===== src/rtl/router_cfg_regfile_if.sv =====
// Config bus between the config master and router_cfg_regfile.
// Carries the valid/ready request and the registered read return.
interface router_cfg_regfile_if #(
   parameter int CFG_ADDR_W = 4,
   parameter int CFG_DATA_W = 8
) ();
   logic                  cfg_valid;
   logic                  cfg_ready;
   logic                  cfg_we;
   logic [CFG_ADDR_W-1:0] cfg_addr;
   logic [CFG_DATA_W-1:0] cfg_wdata;
   logic                  cfg_rvalid;
   logic [CFG_DATA_W-1:0] cfg_rdata;

   modport master (
      output cfg_valid, cfg_we, cfg_addr, cfg_wdata,
      input  cfg_ready, cfg_rvalid, cfg_rdata
   );

   modport slave (
      input  cfg_valid, cfg_we, cfg_addr, cfg_wdata,
      output cfg_ready, cfg_rvalid, cfg_rdata
   );
endinterface


===== src/rtl/router_cfg_regfile.sv =====
// Router config register file: shadow channel/CRC registers, committed atomically while the router is idle.
// Optional registered readback is built only when CFG_READBACK_EN is defined.
module router_cfg_regfile #(
   parameter int NUM_CH     = 3,
   parameter int CH_ADDR_W  = 2,
   parameter int CFG_ADDR_W = 4,
   parameter int CFG_DATA_W = 8
) (
   input  logic                          clk,
   input  logic                          rst_n,
   router_cfg_regfile_if.slave           cfg,
   input  logic                          router_busy,
   output logic [NUM_CH*CH_ADDR_W-1:0]   ch_addr,
   output logic                          crc_en,
   output logic                          cfg_pending,
   output logic                          cfg_applied
);

   localparam logic [1:0] ST_IDLE    = 2'd0;
   localparam logic [1:0] ST_PENDING = 2'd1;
   localparam logic [1:0] ST_APPLY   = 2'd2;

   localparam logic [CFG_ADDR_W-1:0] CTRL_ADDR   = CFG_ADDR_W'(NUM_CH);
   localparam logic [CFG_ADDR_W-1:0] COMMIT_ADDR = CFG_ADDR_W'(NUM_CH + 1);

   logic [1:0]           state;
   logic [CH_ADDR_W-1:0] sh_ch [NUM_CH];
   logic                 sh_crc;
   logic                 accept;
   logic                 wr_en;
   logic                 commit_req;
   logic                 apply_now;
   logic                 unused_wdata;

   assign cfg.cfg_ready = (state == ST_IDLE);
   assign accept        = cfg.cfg_valid && cfg.cfg_ready;
   assign wr_en         = accept && cfg.cfg_we;
   assign commit_req    = wr_en && (cfg.cfg_addr == COMMIT_ADDR);
   assign apply_now     = (state == ST_PENDING) && !router_busy;
   assign cfg_pending   = (state == ST_PENDING);
   assign cfg_applied   = (state == ST_APPLY);
   assign unused_wdata  = ^cfg.cfg_wdata;

   always_ff @(posedge clk or negedge rst_n) begin
      if (!rst_n) begin
         state <= ST_IDLE;
      end else begin
         case (state)
            ST_IDLE:    if (commit_req) state <= ST_PENDING;
            ST_PENDING: if (!router_busy) state <= ST_APPLY;
            default:    state <= ST_IDLE;
         endcase
      end
   end

   // Shadow writes only happen in IDLE since cfg_ready gates acceptance.
   always_ff @(posedge clk or negedge rst_n) begin
      if (!rst_n) begin
         for (int i = 0; i < NUM_CH; i++) sh_ch[i] <= '0;
         sh_crc <= 1'b0;
      end else if (wr_en) begin
         for (int i = 0; i < NUM_CH; i++) begin
            if (cfg.cfg_addr == CFG_ADDR_W'(i)) sh_ch[i] <= cfg.cfg_wdata[CH_ADDR_W-1:0];
         end
         if (cfg.cfg_addr == CTRL_ADDR) sh_crc <= cfg.cfg_wdata[0];
      end
   end

   always_ff @(posedge clk or negedge rst_n) begin
      if (!rst_n) begin
         ch_addr <= '0;
         crc_en  <= 1'b0;
      end else if (apply_now) begin
         for (int i = 0; i < NUM_CH; i++) ch_addr[i*CH_ADDR_W +: CH_ADDR_W] <= sh_ch[i];
         crc_en <= sh_crc;
      end
   end

`ifdef CFG_READBACK_EN
   logic [CFG_DATA_W-1:0] rd_mux;

   // Reads return shadow contents; unmapped addresses fall through to zero.
   always_comb begin
      rd_mux = '0;
      for (int i = 0; i < NUM_CH; i++) begin
         if (cfg.cfg_addr == CFG_ADDR_W'(i)) rd_mux[CH_ADDR_W-1:0] = sh_ch[i];
      end
      if (cfg.cfg_addr == CTRL_ADDR)   rd_mux[0] = sh_crc;
      if (cfg.cfg_addr == COMMIT_ADDR) rd_mux[0] = cfg_pending;
   end

   always_ff @(posedge clk or negedge rst_n) begin
      if (!rst_n) begin
         cfg.cfg_rvalid <= 1'b0;
         cfg.cfg_rdata  <= '0;
      end else begin
         cfg.cfg_rvalid <= accept && !cfg.cfg_we;
         if (accept && !cfg.cfg_we) cfg.cfg_rdata <= rd_mux;
      end
   end
`else
   assign cfg.cfg_rvalid = 1'b0;
   assign cfg.cfg_rdata  = '0;
`endif

endmodule

===== src/flat_wrapper.sv =====
// flat-port wrapper written by rule: the top's interface ports become plain ports
module router_cfg_regfile_flat 
#(
   parameter int NUM_CH     = 3,
   parameter int CH_ADDR_W  = 2,
   parameter int CFG_ADDR_W = 4,
   parameter int CFG_DATA_W = 8
)
  (clk, rst_n, router_busy, ch_addr, crc_en, cfg_pending, cfg_applied, cfg_cfg_valid, cfg_cfg_we, cfg_cfg_addr, cfg_cfg_wdata, cfg_cfg_ready, cfg_cfg_rvalid, cfg_cfg_rdata);
  router_cfg_regfile_if #(.CFG_ADDR_W(CFG_ADDR_W), .CFG_DATA_W(CFG_DATA_W)) cfg_i ();
  input  logic clk;
  input  logic rst_n;
  input  logic router_busy;
  output logic [NUM_CH*CH_ADDR_W-1:0] ch_addr;
  output logic crc_en;
  output logic cfg_pending;
  output logic cfg_applied;
  input wire logic [$bits(cfg_i.cfg_valid)-1:0] cfg_cfg_valid;
  input wire logic [$bits(cfg_i.cfg_we)-1:0] cfg_cfg_we;
  input wire logic [$bits(cfg_i.cfg_addr)-1:0] cfg_cfg_addr;
  input wire logic [$bits(cfg_i.cfg_wdata)-1:0] cfg_cfg_wdata;
  output wire logic [$bits(cfg_i.cfg_ready)-1:0] cfg_cfg_ready;
  output wire logic [$bits(cfg_i.cfg_rvalid)-1:0] cfg_cfg_rvalid;
  output wire logic [$bits(cfg_i.cfg_rdata)-1:0] cfg_cfg_rdata;
  assign cfg_i.cfg_valid = cfg_cfg_valid;
  assign cfg_i.cfg_we = cfg_cfg_we;
  assign cfg_i.cfg_addr = cfg_cfg_addr;
  assign cfg_i.cfg_wdata = cfg_cfg_wdata;
  assign cfg_cfg_ready = cfg_i.cfg_ready;
  assign cfg_cfg_rvalid = cfg_i.cfg_rvalid;
  assign cfg_cfg_rdata = cfg_i.cfg_rdata;
  router_cfg_regfile #(.NUM_CH(NUM_CH), .CH_ADDR_W(CH_ADDR_W), .CFG_ADDR_W(CFG_ADDR_W), .CFG_DATA_W(CFG_DATA_W)) u_core (.clk(clk), .rst_n(rst_n), .cfg(cfg_i), .router_busy(router_busy), .ch_addr(ch_addr), .crc_en(crc_en), .cfg_pending(cfg_pending), .cfg_applied(cfg_applied));
endmodule

===== config.mk =====
export PLATFORM = sky130hd
export DESIGN_NAME = router_cfg_regfile_flat
export DESIGN_NICKNAME = d
export VERILOG_FILES = /design/src/rtl/router_cfg_regfile_if.sv /design/src/rtl/router_cfg_regfile.sv /design/src/flat_wrapper.sv
export SDC_FILE = /design/constraint.sdc
export NUM_CORES = 1
export LEC_CHECK = 0
export BUFFER_PORTS_ARGS = -buffer_cell sky130_fd_sc_hd__buf_2
export CORE_MARGIN = 2
export CORE_UTILIZATION = 36
export CTS_CLUSTER_DIAMETER = 200
export DETAILED_ROUTE_END_ITERATION = 10
export GPL_TIMING_DRIVEN = 0
export PLACE_DENSITY = 0.65
export SLEW_MARGIN = 25
export SYNTH_ARGS = -nofsm -noshare
export SYNTH_HDL_FRONTEND = slang
export SYNTH_SLANG_ARGS = --single-unit
export TNS_END_PERCENT = 5

===== constraint.sdc =====
create_clock -name clk -period 3.2 [get_ports clk]
set_input_delay 0.64 -clock clk [delete_from_list [all_inputs] [get_ports clk]]
set_output_delay 0.64 -clock clk [all_outputs]
set_load 0.02 [all_outputs]

* After elaboration in Yosys (flattened, before gate mapping)
Cells that the tools add are included.
** Storage, ports and cells
- Bits in writable memories :: 0
- Word-level logic and storage cells :: 30
- Bits in latches :: 0
- Memories kept :: 0
- Output and inout port bits :: 19
- Bits in read-only memories :: 0
- Register bits after elaboration :: 16
** Operators by class
- Reduce and logical (&&, ||, !) cells :: 12
- $add $sub $neg :: 0
- Muxes and demuxes :: 3
- Bitwise logic cells :: 0
- Multipliers :: 0
- Order comparisons :: 0
- Divide/modulo/power cells :: 0
- Shift-type cells :: 0
- Eq/ne operators :: 8
** Operator list (count)
- $reduce_and A2 Y1 :: 5
- $eq A4 B2 Y1 const B :: 2
- $eq A4 B1 Y1 const B :: 1
- $eq A4 B3 Y1 const B :: 1
- $logic_and A1 B1 Y1 :: 4
- $logic_not A4 Y1 :: 1
- $mux W2 :: 2
- $ne A2 B2 Y1 const B :: 2
- $pmux W2 S2 :: 1
- $eq A2 B1 Y1 const B :: 1
- $eq A2 B2 Y1 const B :: 1
- $logic_not A2 Y1 :: 1
- $logic_not A1 Y1 :: 1

* Logic depth before layout (Yosys ltp)
- Depth in word-level cells :: 6
- Gate-level depth with buffers :: 4
- Mapped depth without buffers :: 3

* Worst setup path before layout
OpenSTA, ideal clock, no wires.
- Kind :: flip-flop to flip-flop
- Start point :: register u_core.state[1]
- End point :: register u_core.ch_addr[0]
- Data arrival time :: 1.394 ns
- Setup slack :: 1.679 ns
- Cell stages (with the launch flop) :: 5
- Required time :: 3.073 ns
- Path buffers :: 1
- Cell sequence :: dfrtp_1 > nor2b_1 > nor2b_1 > buf_4 > mux2_1
** On the way
- Cells in the longest elaborated chain, start to end :: 2
** RTL lines
- start, declared :: line router_cfg_regfile.sv:26 : logic [1:0] state;
- start signal, assigned :: line router_cfg_regfile.sv:46 : state <= ST_IDLE;
- start signal, assigned :: line router_cfg_regfile.sv:49 : ST_IDLE: if (commit_req) state <= ST_PENDING;
- start signal, assigned :: line router_cfg_regfile.sv:50 : ST_PENDING: if (!router_busy) state <= ST_APPLY;
- $eq A2 B1 Y1
- via cfg_pending :: line flat_wrapper.sv:16 : output logic cfg_pending;
- $logic_and A1 B1 Y1 :: line router_cfg_regfile.sv:39 : assign apply_now = (state == ST_PENDING) && !router_busy;
- end signal, assigned :: line router_cfg_regfile.sv:71 : ch_addr <= '0;
- end, declared :: line router_cfg_regfile.sv:13 : output logic [NUM_CH*CH_ADDR_W-1:0] ch_addr,
The timed path passes the listed nets, and every way through them passes these cells.
A chain may end at the register's enable or synchronous reset.

* Worst setup path in the final report
- Start point :: register u_core.state[0]
- End point :: output port cfg_pending
** On the way
- Cells in the longest elaborated chain, start to end :: 1
** RTL lines
- $eq A2 B1 Y1 :: line router_cfg_regfile.sv:40 : assign cfg_pending = (state == ST_PENDING);
- end, declared :: line flat_wrapper.sv:16
No other way between the ends.

==> results.txt <==
The total count of max-transition violations in the final report is 0. The final hold violation count came out at 0. The die covers about 0.0024 mm^2. Once layout is complete, the cells apart from fillers number between 100 and 150. The worst-case IR drop observed on VDD is 0.313 mV. The area added between synthesis and finish is 25.7%. Power spread over the standard cell area amounts to approximately 480 mW/mm^2. Of all nets on the critical path, the largest fanout is 4. The count of hold-fix buffers inserted at cts is 0. The violation count after the first detailed-route iteration is 2. The number of clock buffers inserted by TritonCTS is 3.

The prevailing post-synth register cell is dfrtp_1. The largest net degree at the start of global routing is 17. For the worst setup path, the data arrival time is ~1.1 ns. The area inside the core boundary came out at 0.00192 mm^2.

The multi-input combinational cells in the finished layout cover a total of between 200 and 300 um^2. The leakage power came out at roughly 0.51 nW. The first-pass iteration count of the detailed router is 2. The count of nets left with antenna violations once routing finished came out at 0. For this run, design rule violations remaining after detail routing come to 0. The average instance area after synthesis came out at approximately 13 um^2. In this design, the largest share of critical-path delay is due to flip-flops.

The kind of critical path is reg -> out. The switching share of power came out at 0.279. In the final layout, flip-flops and latches occupy between 400 and 500 um^2. The detailed router placed between 400 and 500 vias in this run.

The max capacitance violation total came out at 0. The total overflow reported by the global router is 0. In the final design database the tool counted about 110 nets.

The ratio of final minimum period to clock period is 0.531. In the synthesized netlist, the number of instances is 55. The highest layer touched by signal routing is met4.

The critical path goes through nor2b_1 > buf_2. The number of buffers on the longest clock path is 2. In this run the register-to-register setup slack is approximately 1.8 ns. The number of inserted diodes came out at 0. The depth of the CTS H-tree is 1. The number of cell instances on the worst register-to-register path is 3. TritonCTS built the clock tree. The average detailed-routed wire length per instance came out at approximately 10 um.

The number of buffers and inverters on the critical path is 1. CTS placed an instance of clkbuf_4 at the clock tree root. The fraction of power consumed by combinational cells came out at 0.204. The met3 wirelength from detailed routing is between 100 and 150 um.

The synthesis-stage register bit count is 16. Of the total power, the clock network draws 0.235. The wire length after detailed routing came out at roughly 1.1 mm. The placement row count came out at 16. The post-route met1 wirelength came out at approximately 510 um. Hold timing on the final database bottoms out at a slack of between 0.2 and 0.25 ns. The floorplan die width is 48.9 um.

The routed length on met2 is between 400 and 500 um. The number of antenna violations at the first check in global routing is 0. Clock latency on the worst-skew pair, taken at its later pin, is roughly 0.28 ns. The initial core utilization is 0.377. After layout, the minimum clock period comes to roughly 1.7 ns.

Counting buffers and inverters, the worst setup path is 2 cells deep. Clock-pin slew was measured on the worst setup and hold paths at 0.08 ns. The flow ran to the end, and the final reports show no timing, DRC or antenna violations. The critical path launch point type is a register.

In this run the worst hold path is classified as in -> async. The net switching power came out at approximately 0.12 mW. The maximum operating frequency is approximately 590 MHz.

The endpoint of the most critical register-to-register path is u_core.sh_ch[3]. The async set-reset flop share out of synthesis came out at 1.00. Of the post-synthesis cell area, the dominant cell type holds 0.553.

For this run, the register share of the synthesized area comes to 0.553. The post-cts resize count came out at 0. The post-route clock skew came out at approximately 0.0014 ns.

The origin of the critical flop-to-flop path is u_core.state[0]. STA classifies the critical path endpoint as an output pin. The number of top-level pins came out at 36.

The number of fill cells in the layout is 182. In the global route stage, overall resource usage came out at 0.108. Of the cells placed in the final design, the portion with a size suffix greater than 1 is 0.395. The number of sinks on the clock net is 16. The setup-violating endpoint count in the final report is 0. The number of global-route vias before repair is about 460. The global-route wire length before repair came out at 1.95 mm. Counting flops with a built-in enable in the synthesized netlist gives 0. Setup repair after global routing left no endpoint under its margin. Including well taps, the total number of placed cells is between 100 and 150. The yosys synthesis warning count is 0. The sum of negative setup slack is 0 ns. The commonest cells after synthesis are 16 x dfrtp_1, 14 x mux2_1, 10 x buf_4. The synthesized cell area is between 700 and 800 um^2. The distinct cell type count after synthesis came out at 11.

The post-CTS setup buffer count came out at 0. The count of input and output buffers is 20. In this run the vertical extent of the chip is ~50 um. The vias per cell is 4.19. The largest stage delay on the critical path is roughly 0.38 ns.

The slowest stage of the critical path is the dfrtp_1 cell. Among all cell types in the netlist, the one instantiated most often is dfrtp_1. Of the total power, registers draw 0.561. The dominant cell type by area after synthesis is dfrtp_1. By area the synthesized netlist is led by dfrtp_1 55%, mux2_1 22%, buf_4 10%. The internal power summed over all cells came out at about 0.32 mW. The estimated wirelength of the detail-placed design is around 900 um. The congestion estimate from routability-driven global placement came to between 0.6 and 0.7. The critical path required time is around 2.6 ns.
-- placed cells by master, fill, tap and decap left out, drive strengths merged --
cell type and n:
nor2b 3, buf 30, nand3 1, clkbuf 3, and4bb 1, mux2 14, nand4 1, conb 9
nand4b 3, nand2 2, dfrtp 16, nor2 3
-- worst register-to-register path: stages, from the launching register on --
cell	delay, ns
dfrtp_1	0.41
and4bb_2	0.36
nand4b_1	0.16
mux2_1	0.35
-- through the flow --
stage,instance area (um^2),worst slack [ns],util,power (mW)
final,911,1.50,0.474,0.437
after global routing,911,1.41,0.474,0.469
after CTS,911,1.49,0.474,0.445
after detailed placement,888,1.55,0.462,0.340
after global placement,888,1.57,0.462,0.337
after floorplan,754,1.68,-,0.308
-- kinds of logic after synthesis --
family,count (synthesis),share of synthesized area
multiplexers,14,0.218
buffers and inverters,10,0.104
flip-flops,16,0.553
other,1,0.00518
AND/OR/NAND/NOR,14,0.121
-- layout make-up --
class | instances | area share
Timing Repair Buffer | 20 | 0.110
Clock buffer | 3 | 0.0247
Sequential cell | 16 | 0.440
Multi-Input combinational cell | 37 | 0.306
Tap cell | 27 | 0.0371
Buffer | 10 | 0.0824
-- registers in the layout, summed over array words and instances, names as in the netlist --
register and flops:
u_core.sh_ch 6, u_core.ch_addr 6, u_core.state 2, u_core.sh_crc 1, u_core.crc_en 1
-- power groups by stage --
stage	Combinational (mW)	Clock [mW]	Sequential, mW
5_1_grt	0.0980	0.120	0.250
4_1_cts	0.0904	0.108	0.246
2_1_floorplan	0.0438	0	0.264
3_5_place_dp	0.0903	0	0.250
3_3_place_gp	0.0876	0	0.249
6_report	0.0890	0.103	0.245
-- metal layers --
metal	track usage	up-vias
met5	0	-
met4	0.0714	0
met3	0.0276	3
met2	0.155	24
met1	0.145	212
li1	-	235
-- worst max-delay path by stage --
stage                               start                 to
after floorplan           u_core.state[1]  u_core.ch_addr[0]
after global placement         cfg_cfg_we    u_core.sh_ch[3]
final                     u_core.state[0]        cfg_pending
after detailed placement       cfg_cfg_we    u_core.sh_ch[3]
after CTS                 u_core.state[0]        cfg_pending
after global routing      u_core.state[0]        cfg_pending
(Power assumes the default switching activity.)
